==> config.mk <==
export PLATFORM = sky130hd
export DESIGN_NAME = seven_seg_capture
export DESIGN_NICKNAME = d
export VERILOG_FILES = /design/src/rtl/seven_seg_pkg.sv /design/src/rtl/seven_seg_digit_decode.sv /design/src/rtl/seven_seg_capture.sv
export SDC_FILE = /design/constraint.sdc
export NUM_CORES = 1
export LEC_CHECK = 0
export ABC_AREA = 0
export BUFFER_PORTS_ARGS = -buffer_cell sky130_fd_sc_hd__buf_4
export CORE_UTILIZATION = 60
export CTS_CLUSTER_SIZE = 14
export DETAILED_ROUTE_END_ITERATION = 8
export PLACE_DENSITY_LB_ADDON = 0.1
export SKIP_CTS_REPAIR_TIMING = 1
export SYNTH_ARGS = -nofsm -noshare
export SYNTH_HDL_FRONTEND = slang
export SYNTH_SLANG_ARGS = --single-unit
==> constraint.sdc <==
create_clock -name clock_50 -period 3.4 [get_ports clock_50]
set_clock_uncertainty 0.1 [all_clocks]
set_input_delay 0 -clock clock_50 [delete_from_list [all_inputs] [get_ports clock_50]]
set_output_delay 0 -clock clock_50 [all_outputs]
set_load 0.005 [all_outputs]
==> src/rtl/seven_seg_pkg.sv <==
// Shared definitions for the seven-segment capture block: active-low segment
// patterns (bit 0 = a .. bit 6 = g), FSM states and display bus types.
package seven_seg_pkg;

  localparam int NUM_DIGITS = 8;
  localparam int SEG_W      = 7;
  localparam int DISP_W     = NUM_DIGITS * SEG_W;

  localparam logic [6:0] SEG_0     = 7'b1000000;
  localparam logic [6:0] SEG_1     = 7'b1111001;
  localparam logic [6:0] SEG_2     = 7'b0100100;
  localparam logic [6:0] SEG_3     = 7'b0110000;
  localparam logic [6:0] SEG_4     = 7'b0011001;
  localparam logic [6:0] SEG_5     = 7'b0010010;
  localparam logic [6:0] SEG_6     = 7'b0000010;
  localparam logic [6:0] SEG_7     = 7'b1111000;
  localparam logic [6:0] SEG_8     = 7'b0000000;
  localparam logic [6:0] SEG_9     = 7'b0010000;
  localparam logic [6:0] SEG_A     = 7'b0001000;
  localparam logic [6:0] SEG_B     = 7'b0000011;
  localparam logic [6:0] SEG_C     = 7'b1000110;
  localparam logic [6:0] SEG_D     = 7'b0100001;
  localparam logic [6:0] SEG_E     = 7'b0000110;
  localparam logic [6:0] SEG_F     = 7'b0001110;
  localparam logic [6:0] SEG_BLANK = 7'b1111111;

  typedef enum logic [1:0] {S_IDLE, S_TRACK, S_HOLD} state_t;

  typedef logic [6:0] seg_bus_t [7:0];

endpackage

==> src/rtl/seven_seg_digit_decode.sv <==
// Combinational decode of one active-low seven-segment pattern back to a hex
// nibble; all-off reports blank, anything unrecognised reports error.
module seven_seg_digit_decode
  import seven_seg_pkg::*;
(
  input  logic [6:0] seg_n,
  output logic [3:0] nibble,
  output logic       blank,
  output logic       error
);

  always_comb begin
    nibble = 4'h0;
    blank  = 1'b0;
    error  = 1'b0;
    case (seg_n)
      SEG_0:     nibble = 4'h0;
      SEG_1:     nibble = 4'h1;
      SEG_2:     nibble = 4'h2;
      SEG_3:     nibble = 4'h3;
      SEG_4:     nibble = 4'h4;
      SEG_5:     nibble = 4'h5;
      SEG_6:     nibble = 4'h6;
      SEG_7:     nibble = 4'h7;
      SEG_8:     nibble = 4'h8;
      SEG_9:     nibble = 4'h9;
      SEG_A:     nibble = 4'hA;
      SEG_B:     nibble = 4'hB;
      SEG_C:     nibble = 4'hC;
      SEG_D:     nibble = 4'hD;
      SEG_E:     nibble = 4'hE;
      SEG_F:     nibble = 4'hF;
      SEG_BLANK: blank  = 1'b1;
      default:   error  = 1'b1;
    endcase
  end

endmodule

==> src/rtl/seven_seg_capture.sv <==
// Samples eight active-low seven-segment buses, waits for a steady display and
// publishes the decoded snapshot over valid/ready. SEVEN_SEG_CAPTURE_ERR_EN drops illegal snapshots.
module seven_seg_capture
  import seven_seg_pkg::*;
#(
  parameter int STABLE_CYCLES = 1000
) (
  input  logic        clock_50,
  input  logic        resetn,
  input  logic        enable,
  input  logic [6:0]  seven_seg_n [7:0],
  output logic        capture_valid,
  input  logic        capture_ready,
  output logic [31:0] capture_value,
  output logic [7:0]  capture_blank,
  output logic [7:0]  capture_error,
  output logic [15:0] capture_count
);

  localparam logic [15:0] CNT_MAX = 16'(STABLE_CYCLES - 1);

  logic [DISP_W-1:0] seg_in;
  logic [DISP_W-1:0] sync1_q, sync1_d;
  logic [DISP_W-1:0] cur_q, cur_d;
  logic [DISP_W-1:0] prev_q, prev_d;
  logic [DISP_W-1:0] hold_raw_q, hold_raw_d;
  logic [DISP_W-1:0] last_pub_q, last_pub_d;
  logic [15:0]       cnt_q, cnt_d;
  logic              stable_q, stable_d;
  logic              has_pub_q, has_pub_d;
  state_t            state_q, state_d;
  logic [31:0]       value_q, value_d;
  logic [7:0]        blank_q, blank_d;
  logic [7:0]        error_q, error_d;
  logic [15:0]       count_q, count_d;

  logic [31:0]       dec_value;
  logic [7:0]        dec_blank;
  logic [7:0]        dec_error;
  logic [7:0]        err_pub;
  logic              same;
  logic              stable;
  logic              new_pattern;
  logic              err_ok;

  genvar gi;
  generate
    for (gi = 0; gi < NUM_DIGITS; gi++) begin : g_digit
      assign seg_in[gi*SEG_W +: SEG_W] = seven_seg_n[gi];

      seven_seg_digit_decode u_dec (
        .seg_n  (cur_q[gi*SEG_W +: SEG_W]),
        .nibble (dec_value[gi*4 +: 4]),
        .blank  (dec_blank[gi]),
        .error  (dec_error[gi])
      );
    end
  endgenerate

`ifdef SEVEN_SEG_CAPTURE_ERR_EN
  assign err_ok  = (dec_error == 8'h00);
  assign err_pub = dec_error;
`else
  logic unused_dec_error;
  assign unused_dec_error = ^dec_error;
  assign err_ok  = 1'b1;
  assign err_pub = 8'h00;
`endif

  assign same        = (cur_q == prev_q);
  // stable_q lags the counter by one cycle; re-checking `same` keeps a fresh change from slipping through
  assign stable      = stable_q && same;
  assign new_pattern = !has_pub_q || (cur_q != last_pub_q);

  always_comb begin
    sync1_d = seg_in;
    cur_d   = sync1_q;
    prev_d  = cur_q;

    if (!enable || !same) begin
      cnt_d = 16'd0;
    end else if (cnt_q != CNT_MAX) begin
      cnt_d = cnt_q + 16'd1;
    end else begin
      cnt_d = cnt_q;
    end

    stable_d = enable && same && (cnt_q == CNT_MAX);
  end

  always_comb begin
    state_d    = state_q;
    has_pub_d  = has_pub_q;
    last_pub_d = last_pub_q;
    hold_raw_d = hold_raw_q;
    value_d    = value_q;
    blank_d    = blank_q;
    error_d    = error_q;
    count_d    = count_q;

    if (!enable) begin
      state_d   = S_IDLE;
      has_pub_d = 1'b0;
    end else begin
      case (state_q)
        S_IDLE: state_d = S_TRACK;
        S_TRACK: begin
          if (stable && new_pattern && err_ok) begin
            state_d    = S_HOLD;
            hold_raw_d = cur_q;
            value_d    = dec_value;
            blank_d    = dec_blank;
            error_d    = err_pub;
          end
        end
        S_HOLD: begin
          if (capture_ready) begin
            state_d    = S_TRACK;
            has_pub_d  = 1'b1;
            last_pub_d = hold_raw_q;
            if (count_q != 16'hFFFF) begin
              count_d = count_q + 16'd1;
            end
          end
        end
        default: state_d = S_IDLE;
      endcase
    end
  end

  always_ff @(posedge clock_50 or negedge resetn) begin
    if (!resetn) begin
      sync1_q    <= '0;
      cur_q      <= '0;
      prev_q     <= '0;
      cnt_q      <= 16'd0;
      stable_q   <= 1'b0;
      has_pub_q  <= 1'b0;
      last_pub_q <= '0;
      hold_raw_q <= '0;
      state_q    <= S_IDLE;
      value_q    <= 32'h0;
      blank_q    <= 8'h00;
      error_q    <= 8'h00;
      count_q    <= 16'd0;
    end else begin
      sync1_q    <= sync1_d;
      cur_q      <= cur_d;
      prev_q     <= prev_d;
      cnt_q      <= cnt_d;
      stable_q   <= stable_d;
      has_pub_q  <= has_pub_d;
      last_pub_q <= last_pub_d;
      hold_raw_q <= hold_raw_d;
      state_q    <= state_d;
      value_q    <= value_d;
      blank_q    <= blank_d;
      error_q    <= error_d;
      count_q    <= count_d;
    end
  end

  assign capture_valid = (state_q == S_HOLD);
  assign capture_value = value_q;
  assign capture_blank = blank_q;
  assign capture_error = error_q;
  assign capture_count = count_q;

endmodule

==> results.md <==
- Peak VDD IR: 0.000383 V
- Synthesized cell area: 15,100 sq um
- Hold crit path type: primary input to flop
- Total Wirelength: 32,200 um
- Ys async rst share: between 90% and 100%
- Core area: ~24,000 sq um
- DRC: 0
- Share of cells above drive strength 1: 26.9%
- Chip width: between 150 and 200 um
- Post-detail-place hpwl: 20,800 um
- Fillers: 1,631
- Initial DRC Count: 695
- Max cap viols: 0
- CTS Sinks: 356
- Initial core utilization: 61.6%
- GPL Wtd Cong: 0.846
- Tightest Pin Transition: 0.885 ns
- Fmax: 317 MHz
- RSZ-0062 raised after global routing: false
- GR Overflow Total: 0
- Crit path DAT: 3.47 ns
- Minimum clock period: around 3.2 ns
- Yosys reg bits: 356
- Vias/cell: 5.62
- CTS Buf Count: 37
- CP required: 3.71 ns
- Initial antenna violation count: 0
- CTS tree: done
- First-pass GRT wire length: 51,000 um
- Syn Inst Count: 1,228
- Diode count: 0
- Ranking of synthesized cells by area: dfrtp_1, mux2_2, xor2_1
- Port bufs: 116
- Max Slew Vio Count: 0
- Register area share after synthesis: between 50% and 60%
- Critical Path End Type: flop
- Leak Pwr: 8.73 nW
- Total power: 9.20 mW
- Delay-heaviest family, CP: simple AND/OR/NAND/NOR gates
- Largest net degree at the start of global routing: 115
- 1st-pass router iterations: 7
- Crit Path Max Fanout: 58
- Reg clk slew, reported paths: 0.06 ns
- Multi-input gate area: about 5700 sq um
- Setup TNS: 0 ns
- Pwr dens: 502 nW/um^2
- Peak per-stage delay on the critical path: between 0.4 and 0.5 ns
- Total of warnings raised by yosys: 0
- Leading cell types by count after synthesis: dfrtp_1, mux2_2, xor2_1
- Largest area contributor in the netlist: dfrtp_1
- Root buffer cell: clkbuf_16
- Most numerous cell in the Yosys netlist: dfrtp_1
- Vias in the first global route: between 9,000 and 10,000
- Register area: 8910 sq um
- H-Tree Depth: 2
- DR vias: between 9,000 and 10,000
- Die Y: 161 um
- Tcrit/Tclk final: slightly above 90%
- Critical Path Source Type: flop
- Slew HR: 41.0%
- DR WL/cell: about 18 um
- Syn Area/Cell: ~12 sq um
- Final-report hold violation count: 0
- Crit path cell chain: buf_4 > xor2_1 > nor4_2 > nand4_1 > nor4_2 > nand2_2 > or3_4 > buf_12 > mux2_4
- Nets: 1,476
- Num rows: 57
- Top_reg_cell synth: dfrtp_1
- CP most frequent cell: nor4_2
- Number of synthesized flops with an enable pin: 0
- CP bufs+invs: 2
- Routed Antenna Nets: 0
- Area Overhead vs Synth: 21.6%
- # IOs: around 130
- Crit Path Class: flop to flop
- GR Util All Layers: about a quarter
- Netlist cell types: 63
- Synth top area share: 59.1%
- Final setup viols: 0
- CTS max path bufs: 3
- Die area: 25,800 sq um
- Status: completed
- Slowest cell on crit path: nor4_2
- Clock latency on the worst-skew pair: 0.52 ns
[cells in the final DEF (no fill, tap or decap), types with 18 or more instances in the layout]
cell and n:
dlygate4sd3_1 59, xnor2_1 32, nand4_1 22, xor2_1 106
nand3_1 29, mux2_4 27, inv_1 18, o21ai_0 30
mux2_2 124, nor2_1 76, buf_4 168, dfrtp_1 356
nand2b_1 23, nand2_1 70, clkbuf_16 39, nor4_1 27
a21oi_1 24, nor3_1 28
[per-stage QoR]
stage | area [sq um] | std cells | worst slack (ns) | util, % | hold WS, ns
after floorplan | 15100 | 1235 | 0.606 | - | -0.396
after global placement | 16500 | 1640 | 0.264 | 67.3 | 0.00898
after detailed placement | 16500 | 1640 | 0.216 | 67.3 | 0.0103
after CTS | 17700 | 1706 | 0.0948 | 72.5 | -0.532
after global routing | 18300 | 1765 | 0.123 | 74.9 | 0.0160
final | 18300 | 1765 | 0.242 | 74.9 | 0.0217
[flip-flops by register name (all words and copies together) (netlist names), 8 cells and up]
register	count
cur_q	56
capture_blank	8
capture_value	32
prev_q	56
cnt_q	16
capture_count	16
cur_d	56
last_pub_q	56
hold_raw_q	56
[logic make-up after synthesis]
family | after synthesis | share of synthesized area (%)
xor+xnor | 138 | 8.02
simple gates | 333 | 11.2
mux | 154 | 12.2
other cells | 1 | 0.0249
flops | 356 | 59.1
compound gates | 133 | 5.94
fa+ha+maj | 2 | 0.166
buf+inv | 111 | 3.36
[worst reg2reg max path, stage by stage (launching register included)]
cell     delay [ns]
dfrtp_1        0.39
buf_4          0.19
xor2_1         0.22
nor4_2         0.48
nand4_1        0.21
nor4_2         0.35
nand2_2        0.09
or3_4          0.40
buf_12         0.25
mux2_4         0.37
[final cells by class]
type | count | share of cell area, %
clock buffers | 58 | 6.15
clock inverters | 8 | 0.799
inverters | 18 | 0.369
multi-input cells | 768 | 31.1
flip-flops and latches | 356 | 48.6
well taps | 324 | 2.21
repair buffers | 233 | 10.7
[worst paths after layout]
check,from,to,slack [ns],cells past startpoint
worst max-delay path,cur_q[39],hold_raw_q[13],0.24,9
worst min-delay path,seven_seg_n[51],cur_d[51],0.02,2
worst max register to register,cur_q[39],hold_raw_q[13],0.24,9
worst min register to register,cur_d[55],cur_q[55],0.24,0
max in group asynchronous,resetn,cnt_q[7],2.22,3
min in group asynchronous,resetn,cur_d[41],0.07,2
[report_power, final]
| part | total, mW | internal (mW) | switching (mW) |
|---|---|---|---|
| clock network | 4.19 | 2.58 | 1.61 |
| registers | 4.43 | 4.34 | 0.0938 |
| logic | 0.575 | 0.244 | 0.330 |
[per-layer routing]
layer | global-route usage [%] | part of all wire, %
met5 | 0 | 0
met2 | 38.4 | 47
met4 | 7.92 | 2.5
met1 | 37.3 | 45
met3 | 3.62 | 4.9
Power figures use the tool's default switching activity.
